### src/rtl/trace_dispatcher.sv
// trace_dispatcher
//
// Buffers timestamped memory requests (time, op, address) from the trace
// front end in a DEPTH-entry FIFO. Each request is released downstream on a
// valid/ready handshake once the free-running cycle counter has reached its
// timestamp. When the head is still waiting, fast_fwd lets the counter jump
// straight to the head timestamp so idle stretches of the trace cost one cycle.
//
// Ports
//   clk, rst_n        clock, asynchronous active-low reset
//   in_valid/in_ready request handshake from the trace front end
//   in_time/op/address  incoming request fields
//   out_valid/out_ready request handshake to the controller queue
//   out_op/address/time head request fields (read 0 while empty)
//   fast_fwd          allow skipping idle cycles up to the head timestamp
//   clock_count       current cycle counter (saturating)
//   state             head status: 0 EMPTY, 1 WAITING, 2 READY
//   fill              occupied entries
//   order_err         sticky: a timestamp below the previous accepted one arrived
//   late_count        saturating count of READY cycles with out_ready low
module trace_dispatcher #(
    parameter int ADDRESS_WIDTH = 33,
    parameter int OP_WIDTH      = 2,
    parameter int TIME_WIDTH    = 32,
    parameter int DEPTH         = 16
) (
    input  logic                        clk,
    input  logic                        rst_n,
    input  logic                        in_valid,
    output logic                        in_ready,
    input  logic [TIME_WIDTH-1:0]       in_time,
    input  logic [OP_WIDTH-1:0]         in_op,
    input  logic [ADDRESS_WIDTH-1:0]    in_address,
    output logic                        out_valid,
    input  logic                        out_ready,
    output logic [OP_WIDTH-1:0]         out_op,
    output logic [ADDRESS_WIDTH-1:0]    out_address,
    output logic [TIME_WIDTH-1:0]       out_time,
    input  logic                        fast_fwd,
    output logic [TIME_WIDTH-1:0]       clock_count,
    output logic [1:0]                  state,
    output logic [$clog2(DEPTH+1)-1:0]  fill,
    output logic                        order_err,
    output logic [15:0]                 late_count
);

    localparam int PTR_W  = $clog2(DEPTH);
    localparam int FILL_W = $clog2(DEPTH+1);

    typedef enum logic [1:0] {
        ST_EMPTY   = 2'd0,
        ST_WAITING = 2'd1,
        ST_READY   = 2'd2
    } state_t;

    // Entry storage; no reset needed since fill gates every read.
    logic [TIME_WIDTH-1:0]    mem_time [DEPTH];
    logic [OP_WIDTH-1:0]      mem_op   [DEPTH];
    logic [ADDRESS_WIDTH-1:0] mem_addr [DEPTH];

    logic [PTR_W-1:0]      wr_ptr_reg;
    logic [PTR_W-1:0]      rd_ptr_reg;
    logic [FILL_W-1:0]     fill_reg;
    logic [FILL_W-1:0]     fill_next;
    logic [TIME_WIDTH-1:0] clock_reg;
    logic [TIME_WIDTH-1:0] clock_next;
    logic [TIME_WIDTH-1:0] last_time_reg;
    logic                  order_err_reg;
    logic [15:0]           late_reg;

    logic                  not_empty;
    logic [TIME_WIDTH-1:0] head_time;
    state_t                head_state;
    logic                  push;
    logic                  pop;

    assign not_empty = (fill_reg != '0);
    assign head_time = mem_time[rd_ptr_reg];

    // Head status is a pure decode of registered state: no fall-through, so a
    // freshly pushed entry is only seen from the following cycle.
    always_comb begin
        head_state = ST_EMPTY;
        if (not_empty) begin
            if (head_time > clock_reg) begin
                head_state = ST_WAITING;
            end else begin
                head_state = ST_READY;
            end
        end
    end

    assign in_ready  = (fill_reg != FILL_W'(DEPTH));
    assign out_valid = (head_state == ST_READY);
    assign push      = in_valid && in_ready;
    assign pop       = out_valid && out_ready;

    // Masking with not_empty makes the data outputs read 0 out of reset.
    assign out_time    = not_empty ? head_time              : '0;
    assign out_op      = not_empty ? mem_op[rd_ptr_reg]     : '0;
    assign out_address = not_empty ? mem_addr[rd_ptr_reg]   : '0;

    assign state       = head_state;
    assign fill        = fill_reg;
    assign clock_count = clock_reg;
    assign order_err   = order_err_reg;
    assign late_count  = late_reg;

    always_comb begin
        fill_next = fill_reg;
        case ({push, pop})
            2'b10:   fill_next = fill_reg + FILL_W'(1);
            2'b01:   fill_next = fill_reg - FILL_W'(1);
            default: fill_next = fill_reg;
        endcase
    end

    // Fast-forward only ever moves the counter forwards, because WAITING
    // implies head_time > clock_reg.
    always_comb begin
        clock_next = clock_reg;
        if ((head_state == ST_WAITING) && fast_fwd) begin
            clock_next = head_time;
        end else if (clock_reg != '1) begin
            clock_next = clock_reg + TIME_WIDTH'(1);
        end
    end

    always_ff @(posedge clk) begin
        if (push) begin
            mem_time[wr_ptr_reg] <= in_time;
            mem_op[wr_ptr_reg]   <= in_op;
            mem_addr[wr_ptr_reg] <= in_address;
        end
    end

    always_ff @(posedge clk or negedge rst_n) begin
        if (!rst_n) begin
            wr_ptr_reg    <= '0;
            rd_ptr_reg    <= '0;
            fill_reg      <= '0;
            clock_reg     <= '0;
            last_time_reg <= '0;
            order_err_reg <= 1'b0;
            late_reg      <= '0;
        end else begin
            fill_reg  <= fill_next;
            clock_reg <= clock_next;
            // DEPTH is a power of two, so natural pointer overflow wraps.
            if (push) begin
                wr_ptr_reg    <= wr_ptr_reg + PTR_W'(1);
                last_time_reg <= in_time;
                if (in_time < last_time_reg) begin
                    order_err_reg <= 1'b1;
                end
            end
            if (pop) begin
                rd_ptr_reg <= rd_ptr_reg + PTR_W'(1);
            end
            if ((head_state == ST_READY) && !out_ready && (late_reg != 16'hFFFF)) begin
                late_reg <= late_reg + 16'd1;
            end
        end
    end

endmodule
### config.mk
export PLATFORM = sky130hd
export DESIGN_NAME = trace_dispatcher
export DESIGN_NICKNAME = d
export VERILOG_FILES = /design/src/rtl/trace_dispatcher.sv
export SDC_FILE = /design/constraint.sdc
export NUM_CORES = 1
export LEC_CHECK = 0
export CAP_MARGIN = 40
export CORE_MARGIN = 2
export CORE_UTILIZATION = 40
export CTS_CLUSTER_SIZE = 12
export DETAILED_ROUTE_END_ITERATION = 10
export PLACE_DENSITY = 0.57
export SLEW_MARGIN = 0
export SYNTH_ARGS = -nofsm -noshare
export SYNTH_HDL_FRONTEND = slang
export SYNTH_SLANG_ARGS = --single-unit
### constraint.sdc
create_clock -name clk -period 7.8 [get_ports clk]
set_clock_uncertainty 0.05 [all_clocks]
set_input_delay 1.17 -clock clk [delete_from_list [all_inputs] [get_ports clk]]
set_output_delay 1.17 -clock clk [all_outputs]
set_load 0.05 [all_outputs]
[Word level (Yosys, flattened, before mapping)]
Memory sizes are Yosys's and may differ from the RTL's.
Index checks and enable logic that the tools add are counted.
Operators by class
  $add $sub $neg: 6
  $lt $le $gt $ge: 2
  equality and inequality tests: 7
  multiplexer cells: 10
  reductions and logical operators: 10
Operators by type and width (number)
  $mux W32: 3
  $mux W33: 1
  $add A32 B1 Y32 const B: 1
  $gt A32 B32 Y1: 1
  $lt A32 B32 Y1: 1
  $ne A32 B32 Y1 const B: 1
  $add A16 B1 Y16 const B: 1
  $ne A16 B16 Y1 const B: 1
  $pmux W5 S2: 1
  $add A4 B1 Y4 const B: 2
  $mux W2: 3
  $add A5 B1 Y5 const B: 1
  $logic_and A1 B1 Y1: 5
  $ne A5 B5 Y1 const B: 1
  $reduce_bool A5 Y1: 1
  $sub A5 B1 Y5 const B: 1
  $eq A2 B1 Y1 const B: 2
  $eq A2 B2 Y1 const B: 2
  $reduce_bool A2 Y1: 2
  $mux W1: 2
  $reduce_and A2 Y1: 1
  $logic_not A1 Y1: 1
Word-level totals
  register bits after elaboration: 94
  memory bits (writable): 1072
  input bits: 72
  output and inout port bits: 125
  word-level logic and storage cells: 45
  memories: 3
Memory list
  mem_addr: words 16, bits a word 33, rd ports 1, clocked after memory_dff 0, write ports 1, RTL line 59  | logic [ADDRESS_WIDTH-1:0] mem_addr [DEPTH];
  mem_time: words 16, bits a word 32, rd ports 1, clocked after memory_dff 0, write ports 1, RTL line 57  | logic [TIME_WIDTH-1:0] mem_time [DEPTH];
  mem_op: words 16, bits a word 2, rd ports 1, clocked after memory_dff 0, write ports 1, RTL line 58  | logic [OP_WIDTH-1:0] mem_op [DEPTH];

[Depth between registers and ports, before layout]
An unclocked memory read counts as a cell.
  word-level depth: 8
  gate-level depth with buffers: 22
  mapped depth without buffers: 19

[Worst setup path before layout]
No wires, ideal clock.
  path kind: reg-to-reg
  from: reg rd_ptr_reg[0]
  to: reg fill_reg[4] (netlist: fill[4])
  setup time: 145 ps
  arrival time: 6448 ps
  required time: 7605 ps
  path slack: 1157 ps
  stages on the path, launching flop included: 22
  buffers on the path: 3
  cell sequence: dfrtp_1 clkbuf_1 buf_2 buf_1 mux4_2 mux4_2 ha_1 nand4_1 or4_4 nor3_1 a31oi_1 nor3_1 and2_1 ha_1 inv_1 fa_1 inv_1 a21o_1 a21oi_1 xnor2_1 nor2_1 xor2_1
Between the ends
  longest elaborated chain between the ends: 8
  elaborated cells between the ends (all ways): 10
  those cells by class: order compare (1); eq/ne (3); mux (3); reduce/logical (2); memory (1)
RTL lines
  start: declaration: RTL line 62  | logic [PTR_W-1:0] rd_ptr_reg;
  start signal: assignment: RTL line 158  | rd_ptr_reg <= rd_ptr_reg + PTR_W'(1);
  $mem_v2 Z16 W32 (*)
  $gt A32 B32 Y1 (*): RTL line 85  | if (head_time > clock_reg) begin
  $mux W2 (*): RTL line 85
  $mux W2 (*): RTL line 84  | if (not_empty) begin
  named net state[1]: RTL line 41  | output logic [1:0] state,
  $eq A2 B2 Y1 (*): RTL line 94  | assign out_valid = (head_state == ST_READY);
  $logic_and A1 B1 Y1 (*): RTL line 96  | assign pop = out_valid && out_ready;
  named net pop: RTL line 75  | logic pop;
  $eq A2 B1 Y1 / $eq A2 B2 Y1 (equally long branches): RTL line 111  | case ({push, pop})
  $pmux W5 S2 / $reduce_bool A2 Y1 (equally long branches)
  end signal: assignment: RTL line 147  | fill_reg <= fill_next;
  end: declaration: RTL line 63  | logic [FILL_W-1:0] fill_reg;
Mark *: on every way through the listed nets, which the timed path passes. The rest lies on a longest branch.
A chain may end at the register's enable or synchronous reset.

[Final worst setup path]
  from: reg rd_ptr_reg[0]
  to: out state[1]
Between the ends
  longest elaborated chain between the ends: 4
RTL lines (RTL line)
  $mem_v2 Z16 W32
  $gt A32 B32 Y1: 85
  $mux W2: 85
  $mux W2: 84
  end: declaration: 41
Every way passes these cells.

==> impl_metrics.json <==
{
  "final.setup.worst_slack_ns": 0.727,
  "synth.most_common_cell": "edfxtp_1",
  "fin_nets": 2645,
  "dp_cells": 3901,
  "synth_area_leaders": "edfxtp_1 (69%), mux4_2 (16%), dfrtp_1 (5.0%), ha_1 (2.0%), nor2b_1 (0.93%)",
  "fin_setup_tns_ns": 0,
  "max_stage_delay_ns": 0.92,
  "ant_nets": 0,
  "cts.path.max_buffers": 3,
  "largest-register": "mem_addr",
  "ir_worst_vdd_mv": 0.407,
  "yosysWarnings": 0,
  "die_area_um2": 120000,
  "place_area_um2": 51100,
  "drt-initial-drc-count": 2093,
  "postSynthCellCount": 2228,
  "finalCritPeriodShare_pct": 90.7,
  "period_needed_ns": 7.07,
  "post-route-util_pct": 47.2,
  "die_h_um": 346,
  "max-cap-violations": 0,
  "grt_pass1_vias": 23958,
  "max-slew-margin-rel_pct": 41.3,
  "p_leak_nw": 18.1,
  "netlist_area_um2": 46900,
  "area_growth_pct": 17.0,
  "wl_per_cell_um": 28.2,
  "final_cells": 4123,
  "clock_sinks": 1166,
  "ys_ff_latch": 1166,
  "status": "complete, no violations",
  "grt_antenna_before_repair": 11,
  "post-cts-setup-buffer-count": 0,
  "synth_area_per_cell_um2": 21.0,
  "drc": 0,
  "start_kind": "flop",
  "fmax_mhz": 141,
  "layout-drive-gt1-share_pct": 23.4,
  "synth_edf_count": 1072,
  "coreArea_um2": 116000,
  "syn_nets": 2375,
  "worstSetupEndpointType": "output port",
  "vias": 23065,
  "path_cells": "buf_12 -> mux4_2 -> mux4_2 -> ha_1 -> nand4_1 -> or4_4 -> o21ai_0 -> a41oi_2 -> nor3_1 -> clkdlybuf4s50_1",
  "grt_overflow": 0,
  "hold_viol_final": 0,
  "io_pins": 197,
  "cpMaxStageDelayCell": "clkdlybuf4s50_1",
  "track_usage_pct": 19.4,
  "finalSetupViolCount": 0,
  "rsz0062_at_grt": "no",
  "cts_root_buf": "clkbuf_16",
  "required_ns": 6.58,
  "portBuffers": 196,
  "synth_cell_types": 47,
  "netlist.area_leader.share_pct": 68.7,
  "synthArstFlopShare_pct": 8.06,
  "cts-resized-gates": 0,
  "top_regs": "mem_addr: 528 flops, mem_time: 512 flops",
  "yosys-top-cells-count": "edfxtp_1 (1,072), mux4_2 (335), dfrtp_1 (94), clkbuf_1 (76), ha_1 (74)",
  "place_congestion": 0.787,
  "clk_pin_slew_ns": 0.06,
  "report.power.total_mw": 22.9,
  "htreeDepth": 3,
  "cts_hold_buf": 0,
  "tritoncts": "done",
  "yosysTopAreaCell": "edfxtp_1",
  "worst_ep_arrival_time_ns": 5.85,
  "die_w_um": 346,
  "placementRows": 125,
  "tightest_slew_ns": 0.878,
  "grt_first_pass_wirelength_um": 168000,
  "crit_top_cell": "mux4_2",
  "wl_um": 116000,
  "slew_viol_final": 0,
  "numCtsBuffers": 119,
  "holdWs_ns": 0.436,
  "start_util_pct": 40.3,
  "dr.pass1.iters": 5,
  "grt_max_degree": 93,
  "ys_dominant_reg_cell": "edfxtp_1",
  "path_max_fanout": 42,
  "worstSkewPairLatency_ns": 0.71,
  "critPathTopFamily": "simple AND/OR/NAND/NOR gates",
  "viasPerCell": 5.59,
  "path_class": "flop to output port",
  "p_per_area_nw_per_um2": 417,
  "place_ws_ns": 1.39,
  "fillerInstances": 9534,
  "crit_buf_inv": 2,
  "largest_register_ffs": 528,
  "place_hpwl_um": 65100,
  "fin_area_um2": 54800,
  "min_path_type": "input port to asynchronous set/reset pin",
  "ys_seq_area_share_pct": 73.7
}
## worst reg2reg max path, stage by stage, from the launching register on
cell	delay, ns
dfrtp_4	0.66
buf_12	0.37
mux4_2	0.61
mux4_2	0.54
ha_1	0.32
nand4_1	0.20
or4_4	0.64
o21ai_0	0.23
a41oi_2	0.15
nor3_1	0.51
and2_1	0.35
ha_1	0.29
inv_1	0.10
fa_1	0.41
inv_1	0.07
a21o_1	0.11
a21oi_1	0.08
xnor2_1	0.12
nor2_1	0.12
xor2_1	0.15
## kinds of logic (layout without fill, tap and decap cells)
family | count (synthesis) | after routing | share of synthesized area [%]
AO/OA/AOI/OAI | 121 | 121 | 1.48
XOR/XNOR | 42 | 42 | 0.785
adder cells (fa/ha/maj) | 75 | 75 | 2.02
buffers and inverters | 177 | 547 | 1.54
flip-flops | 1166 | 1166 | 73.7
multiplexers | 370 | 370 | 17.2
other | 0 | 1 | 0
AND/OR/NAND/NOR | 277 | 277 | 3.27
## cells in the final DEF (no fill, tap or decap), types with 5 or more instances in the layout
| cell | synthesis | layout |
|---|---|---|
| nor2_1 | 22 | 22 |
| mux2_4 | 29 | 29 |
| inv_1 | 72 | 72 |
| nand3_1 | 26 | 26 |
| ha_1 | 74 | 74 |
| nand4_1 | 23 | 23 |
| buf_4 | 0 | 39 |
| and2_4 | 0 | 8 |
| o21ai_0 | 57 | 57 |
| mux2_2 | 5 | 5 |
| clkbuf_8 | 0 | 9 |
| and3_1 | 16 | 12 |
| a31oi_1 | 7 | 7 |
| xnor2_1 | 36 | 36 |
| and4_1 | 10 | 6 |
| clkbuf_16 | 0 | 120 |
| xor2_1 | 6 | 6 |
| bufinv_16 | 0 | 6 |
| clkbuf_1 | 76 | 50 |
| nor3_1 | 8 | 8 |
| a21oi_1 | 31 | 31 |
| clkinv_2 | 0 | 9 |
| edfxtp_1 | 1072 | 1072 |
| a21o_1 | 11 | 11 |
| nor4_1 | 8 | 8 |
| nor2b_1 | 70 | 69 |
| clkdlybuf4s50_1 | 0 | 195 |
| dfrtp_1 | 94 | 90 |
| nand2_1 | 66 | 66 |
| buf_12 | 3 | 9 |
| buf_16 | 0 | 10 |
| clkinv_1 | 0 | 19 |
| mux4_2 | 335 | 335 |
## layer usage
| layer | part of all wire, % | track usage, % | vias up |
|---|---|---|---|
| li1 | - | - | 9723 |
| met1 | 43 | 26.8 | 12395 |
| met2 | 49 | 31.8 | 739 |
| met3 | 6.1 | 3.57 | 192 |
| met4 | 2.4 | 5.16 | 16 |
| met5 | 0.10 | 0 | - |
## power breakdown
part           internal (mW)  leakage, nW  switching (mW)
Combinational           3.90         5.44            5.43
Clock                   3.12         1.80            2.33
Sequential              7.60         10.8           0.489
Total                   14.6         18.1            8.25
## cell type report
class	count	area [um^2]	area share, %
timing repair buffer	254	2710	4.95
clock buffer	179	3310	6.05
clock inverter	42	395	0.721
antenna	1	2.50	0.00457
inverter	72	270	0.493
multi-input combinational	885	11600	21.2
sequential	1166	34600	63.1
tap	1524	1910	3.48
## worst paths after layout
kind,from,to,slack [ns],cells after the start
min,rst_n,clock_count[13],0.44,1
max in group asynchronous,rst_n,rd_ptr_reg[0],6.15,3
max reg2reg,rd_ptr_reg[0],fill[4],1.65,19
min reg2reg,late_count[4],late_count[4],0.45,1
min in group clk,late_count[4],late_count[4],0.45,1
max,rd_ptr_reg[0],state[1],0.73,10
No activity file was read; power rests on OpenSTA's default activity.
